### src/rtl/spi_regfile.sv
// spi_regfile: SPI mode-0 peripheral exposing NUM_REGS registers of DATA_W bits.
// Frame (MSB first): R/W (1 = write), ADDR_W address bits, DATA_W data bits.
// Read frames return the addressed register on cipo during the data phase.
// All SPI pins are synchronised into clk; the module has no other clock.
module spi_regfile #(
  parameter int NUM_REGS = 8,
  parameter int ADDR_W   = 7,
  parameter int DATA_W   = 8
) (
  input  logic                         clk,
  input  logic                         rst_n,
  input  logic                         sclk,
  input  logic                         ncs,
  input  logic                         copi,
  output logic                         cipo,
  output logic                         cipo_oe,
  output logic [NUM_REGS*DATA_W-1:0]   regs_flat,
  output logic                         wr_strobe,
  output logic [ADDR_W-1:0]            wr_addr,
  output logic                         frame_err
);

  localparam int FRAME_W = 1 + ADDR_W + DATA_W;
  localparam int CNT_W   = $clog2(FRAME_W + 2);

  localparam logic [1:0] WAIT_IDLE = 2'd0;
  localparam logic [1:0] IDLE      = 2'd1;
  localparam logic [1:0] ACTIVE    = 2'd2;
  localparam logic [1:0] COMMIT    = 2'd3;

  localparam logic [CNT_W-1:0] CNT_ONE  = CNT_W'(1);
  localparam logic [CNT_W-1:0] CNT_FULL = CNT_W'(FRAME_W);
  localparam logic [CNT_W-1:0] CNT_SAT  = CNT_W'(FRAME_W + 1);
  // count value just before the last header bit arrives
  localparam logic [CNT_W-1:0] CNT_HDR  = CNT_W'(ADDR_W);
  // count value once the whole header has arrived
  localparam logic [CNT_W-1:0] CNT_LOAD = CNT_W'(ADDR_W + 1);
  localparam logic [ADDR_W:0]  NUM_REGS_X = (ADDR_W + 1)'(NUM_REGS);

  logic sclk_s1, sclk_s2, sclk_d;
  logic ncs_s1, ncs_s2, ncs_d;
  logic copi_s1, copi_s2, copi_d;
  logic sclk_rise, sclk_fall, ncs_rise, ncs_fall;

  logic [1:0]         state;
  logic [1:0]         settle;
  logic [CNT_W-1:0]   count;
  logic [FRAME_W-1:0] shift_in;
  logic [FRAME_W-1:0] shift_next;
  logic [DATA_W-1:0]  shift_out;
  logic [DATA_W-1:0]  rd_data;
  logic [ADDR_W-1:0]  rd_addr;
  logic [ADDR_W-1:0]  frame_addr;
  logic [DATA_W-1:0]  frame_data;
  logic               frame_rw;
  logic               frame_addr_ok;
  logic               commit_we;

  logic [DATA_W-1:0]  regs [NUM_REGS];

  // Two-stage synchronisers plus one delay flop per pin for edge detection
  always_ff @(posedge clk) begin
    if (!rst_n) begin
      sclk_s1 <= 1'b0; sclk_s2 <= 1'b0; sclk_d <= 1'b0;
      ncs_s1  <= 1'b1; ncs_s2  <= 1'b1; ncs_d  <= 1'b1;
      copi_s1 <= 1'b0; copi_s2 <= 1'b0; copi_d <= 1'b0;
    end else begin
      sclk_s1 <= sclk; sclk_s2 <= sclk_s1; sclk_d <= sclk_s2;
      ncs_s1  <= ncs;  ncs_s2  <= ncs_s1;  ncs_d  <= ncs_s2;
      copi_s1 <= copi; copi_s2 <= copi_s1; copi_d <= copi_s2;
    end
  end

  assign sclk_rise = sclk_s2 & ~sclk_d;
  assign sclk_fall = ~sclk_s2 & sclk_d;
  assign ncs_rise  = ncs_s2 & ~ncs_d;
  assign ncs_fall  = ~ncs_s2 & ncs_d;

  // copi_d is one cycle older than the edge; the bit is long stable by then
  assign shift_next    = {shift_in[FRAME_W-2:0], copi_d};
  assign rd_addr       = shift_next[ADDR_W-1:0];
  assign frame_rw      = shift_in[FRAME_W-1];
  assign frame_addr    = shift_in[DATA_W +: ADDR_W];
  assign frame_data    = shift_in[DATA_W-1:0];
  assign frame_addr_ok = {1'b0, frame_addr} < NUM_REGS_X;
  assign commit_we     = (state == COMMIT) && (count == CNT_FULL) && frame_rw && frame_addr_ok;
  assign cipo          = shift_out[DATA_W-1];

  // Read-back mux; unimplemented addresses return zero
  always_comb begin
    rd_data = '0;
    for (int i = 0; i < NUM_REGS; i++) begin
      if (rd_addr == ADDR_W'(i)) rd_data = regs[i];
    end
  end

  // Frame FSM: bit counting, shift registers, read load and commit pulses
  always_ff @(posedge clk) begin
    if (!rst_n) begin
      state     <= WAIT_IDLE;
      settle    <= 2'd0;
      count     <= '0;
      shift_in  <= '0;
      shift_out <= '0;
      cipo_oe   <= 1'b0;
      wr_strobe <= 1'b0;
      wr_addr   <= '0;
      frame_err <= 1'b0;
    end else begin
      wr_strobe <= 1'b0;
      frame_err <= 1'b0;
      case (state)
        WAIT_IDLE: begin
          // let the synchroniser flush its reset value before trusting ncs,
          // so a frame already in progress at reset release is not picked up
          if (settle != 2'd3) settle <= settle + 2'd1;
          else if (ncs_s2) state <= IDLE;
        end
        IDLE: begin
          if (ncs_fall) begin
            count    <= '0;
            shift_in <= '0;
            state    <= ACTIVE;
          end
        end
        ACTIVE: begin
          if (ncs_rise) begin
            // end of frame takes priority over a coincident sclk edge
            state     <= COMMIT;
            cipo_oe   <= 1'b0;
            shift_out <= '0;
          end else if (sclk_rise) begin
            if (count < CNT_FULL) shift_in <= shift_next;
            if (count != CNT_SAT) count <= count + CNT_ONE;
            if ((count == CNT_HDR) && !shift_next[ADDR_W]) begin
              shift_out <= rd_data;
              cipo_oe   <= 1'b1;
            end
          end else if (sclk_fall && (count > CNT_LOAD)) begin
            // the fall right after the load is skipped so the MSB is
            // presented for the first data-phase rising edge
            shift_out <= shift_out << 1;
          end
        end
        COMMIT: begin
          state <= IDLE;
          if (count != CNT_FULL) begin
            frame_err <= 1'b1;
          end else if (frame_rw && frame_addr_ok) begin
            wr_strobe <= 1'b1;
            wr_addr   <= frame_addr;
          end
        end
        default: state <= WAIT_IDLE;
      endcase
    end
  end

  // Register bank: written only by a complete, in-range write frame
  always_ff @(posedge clk) begin
    if (!rst_n) begin
      for (int i = 0; i < NUM_REGS; i++) regs[i] <= '0;
    end else if (commit_we) begin
      for (int i = 0; i < NUM_REGS; i++) begin
        if (frame_addr == ADDR_W'(i)) regs[i] <= frame_data;
      end
    end
  end

  // Flatten the bank for the downstream PWM / output-enable logic
  genvar gi;
  generate
    for (gi = 0; gi < NUM_REGS; gi++) begin : g_flat
      assign regs_flat[gi*DATA_W +: DATA_W] = regs[gi];
    end
  endgenerate

endmodule

### config.mk
export PLATFORM = sky130hd
export DESIGN_NAME = spi_regfile
export DESIGN_NICKNAME = d
export VERILOG_FILES = /design/src/rtl/spi_regfile.sv
export SDC_FILE = /design/constraint.sdc
export NUM_CORES = 1
export LEC_CHECK = 0
export ABC_AREA = 1
export BUFFER_PORTS_ARGS = -buffer_cell sky130_fd_sc_hd__buf_2
export CAP_MARGIN = 20
export CORE_MARGIN = 5
export CORE_UTILIZATION = 55
export CTS_BUF_LIST = sky130_fd_sc_hd__clkbuf_8
export DETAILED_ROUTE_END_ITERATION = 6
export HOLD_SLACK_MARGIN = 0.05
export PLACE_DENSITY_LB_ADDON = 0.25
export SYNTH_ARGS = -nofsm -noshare
export SYNTH_HDL_FRONTEND = slang
export SYNTH_SLANG_ARGS = --single-unit
### constraint.sdc
create_clock -name clk -period 4.65 [get_ports clk]
set_clock_uncertainty 0.1 [all_clocks]
set_input_delay 0.465 -clock clk [delete_from_list [all_inputs] [get_ports clk]]
set_output_delay 0.465 -clock clk [all_outputs]
set_load 0.005 [all_outputs]
Word-level counts from Yosys, hierarchy flattened --
Memories as Yosys holds them, arrays and structs flattened. Index checks and enable logic that the tools add are counted.
Operators by class: eq/ne operators 31, muxes and demuxes 73, bitwise logic cells 19, $lt $le $gt $ge 3, add/subtract/negate cells 2, reduce and logical (&&, ||, !) cells 23
Operator list (count):
- 8-bit 2-to-1 mux | 20
- 16-bit 2-to-1 mux | 4
- 7-bit by 3-bit equality test with 1-bit output (second input constant) | 8
- 1-bit 2-to-1 mux | 38
- 16-bit one-hot mux with 2 select lines | 1
- 7-bit by 2-bit equality test with 1-bit output (second input constant) | 4
- 5-bit 2-to-1 mux | 4
- 2-bit != test (second input constant) | 9
- 7-bit by 1-bit equality test with 1-bit output (second input constant) | 2
- 7-bit logical NOT | 2
- 5-bit != test (second input constant) | 2
- 5-bit one-hot mux with 2 select lines | 1
- 5-bit AND reduction | 2
- 3-bit AND reduction | 3
- 2-bit 2-to-1 mux | 4
- 1-bit bitwise OR | 8
- 2-bit one-hot mux with 4 select lines | 1
- 7-bit by 4-bit < comparator with 1-bit output (second input constant) | 1
- 1-bit inverter | 7
- 1-bit logical AND | 6
- 2-bit nonzero test | 3
- 5-bit by 1-bit adder with 5-bit output (second input constant) | 1
- 5-bit by 3-bit equality test with 1-bit output (second input constant) | 1
- 5-bit equality test (second input constant) | 1
- other kinds (13) | 18
Word-level totals: memories 1, register bits 52, output and inout bits 75, bits of input ports 5, word-level logic and storage cells 170, RAM bits 64
Memories:
- regs | depth 8, bits a word 8, read ports 8, clocked after Yosys merged registers in 0, wr ports 8, line 59 | logic [DATA_W-1:0] regs [NUM_REGS];

Logic depth before layout (Yosys ltp) --
depth in word-level cells 12, mapped depth 12, mapped depth without buffers 11

Worst setup path before layout --
Ideal clock, no wire load.
kind reg2reg, start reg state[0], end mem regs[0][0], enable pin, buffers on the path 0, required time 4221 ps, period minus slack after synthesis 1846 ps, cell stages (with the launch flop) 8, setup slack 2804 ps, arrival 1417 ps, cell sequence dfxtp_1 -> ha_1 -> nand4_1 -> nor3_1 -> nand2_1 -> inv_2 -> nand4_2 -> nand2_1
RTL lines:
- start: declaration | line 45 | logic [1:0] state;
- start signal: assignment | line 100 | state <= WAIT_IDLE;
- start signal: assignment | line 117 | else if (ncs_s2) state <= IDLE;
- start signal: assignment | line 123 | state <= ACTIVE;
- end: declaration | line 59

Final worst setup path --
start reg state[0], end reg shift_in[11]
On the way: word-level cells in the longest chain between the ends 3, elaborated cells on any way between the ends 9
RTL lines:
- 2-bit equality test / 2-bit by 1-bit equality test with 1-bit output (equally long branches) | line 112 | case (state)
- 2-bit != test (no source line) / 2-bit nonzero test (equally long branches)
- 5-bit AND reduction (no source line)
- end signal: assignment | line 133 | if (count < CNT_FULL) shift_in <= shift_next;
- end: declaration | line 48 | logic [FRAME_W-1:0] shift_in;
Parallel ways exist; a longest one is shown, timed or not. A chain may end at the register's enable or synchronous reset.

==> results.toml <==
[detailed_routing]
viasPerCell = 5.43
drt_iter0_drc = 301
ant_nets = 0
drc = 0
drt_first_pass_iters = 7
wl_mm = 12.6
wl_per_cell_um = 16.5
vias = 4136

[yosys]
synth_nets = 564
synth_top_cell_area_share_pct = 37.5
synth_area_leaders = "edfxtp_1 (38%), dfxtp_1 (20%), nor2_1 (6.3%)"
yosysSeqAreaShare_pct = 57.9
yosys.area.top_type = "edfxtp_1"
yosysWarnings = 0
synth_ff_type = "edfxtp_1"
ys_types = 36
synthArstFlopShare_pct = 0
synth-seq-cells = 116
synth_area_um2 = 5120
synth_edf_count = 64
synth.avg_cell_area_um2 = 9.29
postSynthCellCount = 551

[sta]
setup_viol = 0
relSlewSlack_pct = 44.1
grt_setup_unrepaired = "false"
fin_crit_sh_pct = 49.5
hold_violations = 0
max_clock_freq_mhz = 434
fin_crit_ns = 2.30
fin_setup_tns_ns = 0
fin_ws_ns = 2.35
tightest_slew_ns = 0.838
slew_viol_final = 0

[clock_network]
cts_resized = 0
htreeDepth = 4
ctsRootBufferMaster = "clkbuf_8"
max-clock-path-buffers = 2
clk_latency_ns = 0.43
cts_setup_buffers = 0
clock_sinks = 116
path_clk_slew_ns = 0.06
numCtsBuffers = 17
cts_tree = "built"
hold_buffers = 0

[status]
status = "finished clean"

[worst_hold_path]
worstHoldPathType = "primary input to register"

[pwr]
power_mw = 2.70
leakage_nw = 2.60
peakVddDrop_v = 0.000311
p_per_area_nw_per_um2 = 449

[global_routing]
grt_pass1_wl_mm = 19.9
antenna_found_initial = 0
grt_remaining_overflow = 0
grt_pass1_vias = 3811
top_usage_layer = "met2"
grt_usage_pct = 22.9
gr-usage-met3_pct = 4.68
grt_use_met2_pct = 37.4
met1_usage_pct = 30.7
grt_max_degree = 42

[final_layout]
regArea_um2 = 2960
n_antenna_cell = 0
nets = 651
design_area_um2 = 6010
drive_above_1_share_pct = 23.5
final_common_cell = "nor2_1"
most-common-layout-cells = "nor2_1 (86), nand2_1 (79), buf_2 (79)"
multi_input_area_um2 = 1810
synthToLayoutAreaGrowth_pct = 17.3
fillers = 752

[critical_path]
startpoint_type = "register"
cp.arrival_ns = 2.54
end_kind = "register"
crit_fanout = 24
crit_required_ns = 4.89
crit_type = "register to register"

[die]
dieHeight_um = 106
io_pins = 80
core_um2 = 9150
die_x_um = 106
start_util_pct = 56.0
die_area_um2 = 11300
row_count = 35

[placement]
port_buffers = 79
post-dp-hpwl_mm = 9.20
place_ws_ns = 2.20
place_area_um2 = 5580
place.gp.congestion = 0.903

[flow_run]
max-cap-violations = 0
critical path, stage by stage, from the launching register on:
cell	delay, ns
dfxtp_1	0.34
inv_1	0.09
ha_1	0.71
nor2_1	0.12
nor2_1	0.14
nand2_1	0.07
inv_2	0.09
nand2_4	0.15
inv_4	0.19
nand3_1	0.09
a21oi_1	0.15
layout make-up:
cell class                 instances  share of cell area [%]
inverter                          72                    4.54
timing repair buffer              79                    6.58
multi-input combinational        352                    30.1
sequential                       116                    49.3
tap                              111                    2.31
clock buffer                      19                    4.35
clock inverter                    13                    2.75
report_power, final:
group | leakage [nW] | internal (mW) | switching [mW]
Clock | 0.219 | 0.602 | 0.393
Combinational | 1.33 | 0.144 | 0.331
Sequential | 1.05 | 1.17 | 0.0626
sequential cells by signal, indices dropped and copies added, names as in the netlist, 2 cells and up:
register and count:
settle 2, shift_in 16, shift_out 8, count 5
state 2, regs 64, wr_addr 7
path summary, 6_finish.rpt:
kind	slack (ns)	end	depth (start not counted)	from
max	2.35	shift_in[11]$_SDFFE_PN0P_	10	state[0]$_SDFFE_PN0P_
min	0.12	copi_s1$_SDFF_PN0_	3	copi
max reg2reg	2.35	shift_in[11]$_SDFFE_PN0P_	10	state[0]$_SDFFE_PN0P_
min reg2reg	0.30	sclk_s2$_SDFF_PN0_	2	sclk_s1$_SDFF_PN0_
kinds of logic after synthesis:
family	Yosys count	synth area share, %
AND/OR/NAND/NOR	261	23.8
buffers and inverters	83	6.82
flip-flops	116	57.9
XOR/XNOR	1	0.171
adder cells (fa/ha/maj)	8	1.95
AO/OA/AOI/OAI	82	9.41
cells in the mapped netlist (2+ instances only):
cell type / instances
dfxtp_1: 52
a211oi_2: 7
o21ai_0: 20
nor2_1: 86
nand3_1: 51
buf_6: 4
inv_2: 10
nand4_1: 11
ha_1: 8
inv_1: 59
clkinv_1: 2
nand2_2: 5
nor2_2: 6
nor3_1: 7
or2_2: 2
nand3_2: 5
buf_1: 2
a21oi_1: 40
nor2_4: 4
buf_2: 4
a211oi_1: 2
o21ai_1: 9
nand2_1: 79
edfxtp_1: 64
metrics by stage:
stage | util, % | std cells | hold slack, ns
2_1_floorplan | - | 551 | 0.290
3_3_place_gp | 61.0 | 730 | 0.294
3_5_place_dp | 61.0 | 730 | 0.300
4_1_cts | 65.6 | 762 | 0.103
5_1_grt | 65.6 | 762 | 0.123
6_report | 65.6 | 762 | 0.122
metal layers:
metal,share of wire [%],vias up
met5,0,-
met4,1.5,0
met3,6.9,18
met2,48,153
met1,44,1945
li1,-,2020
Power figures use the tool's default switching activity.
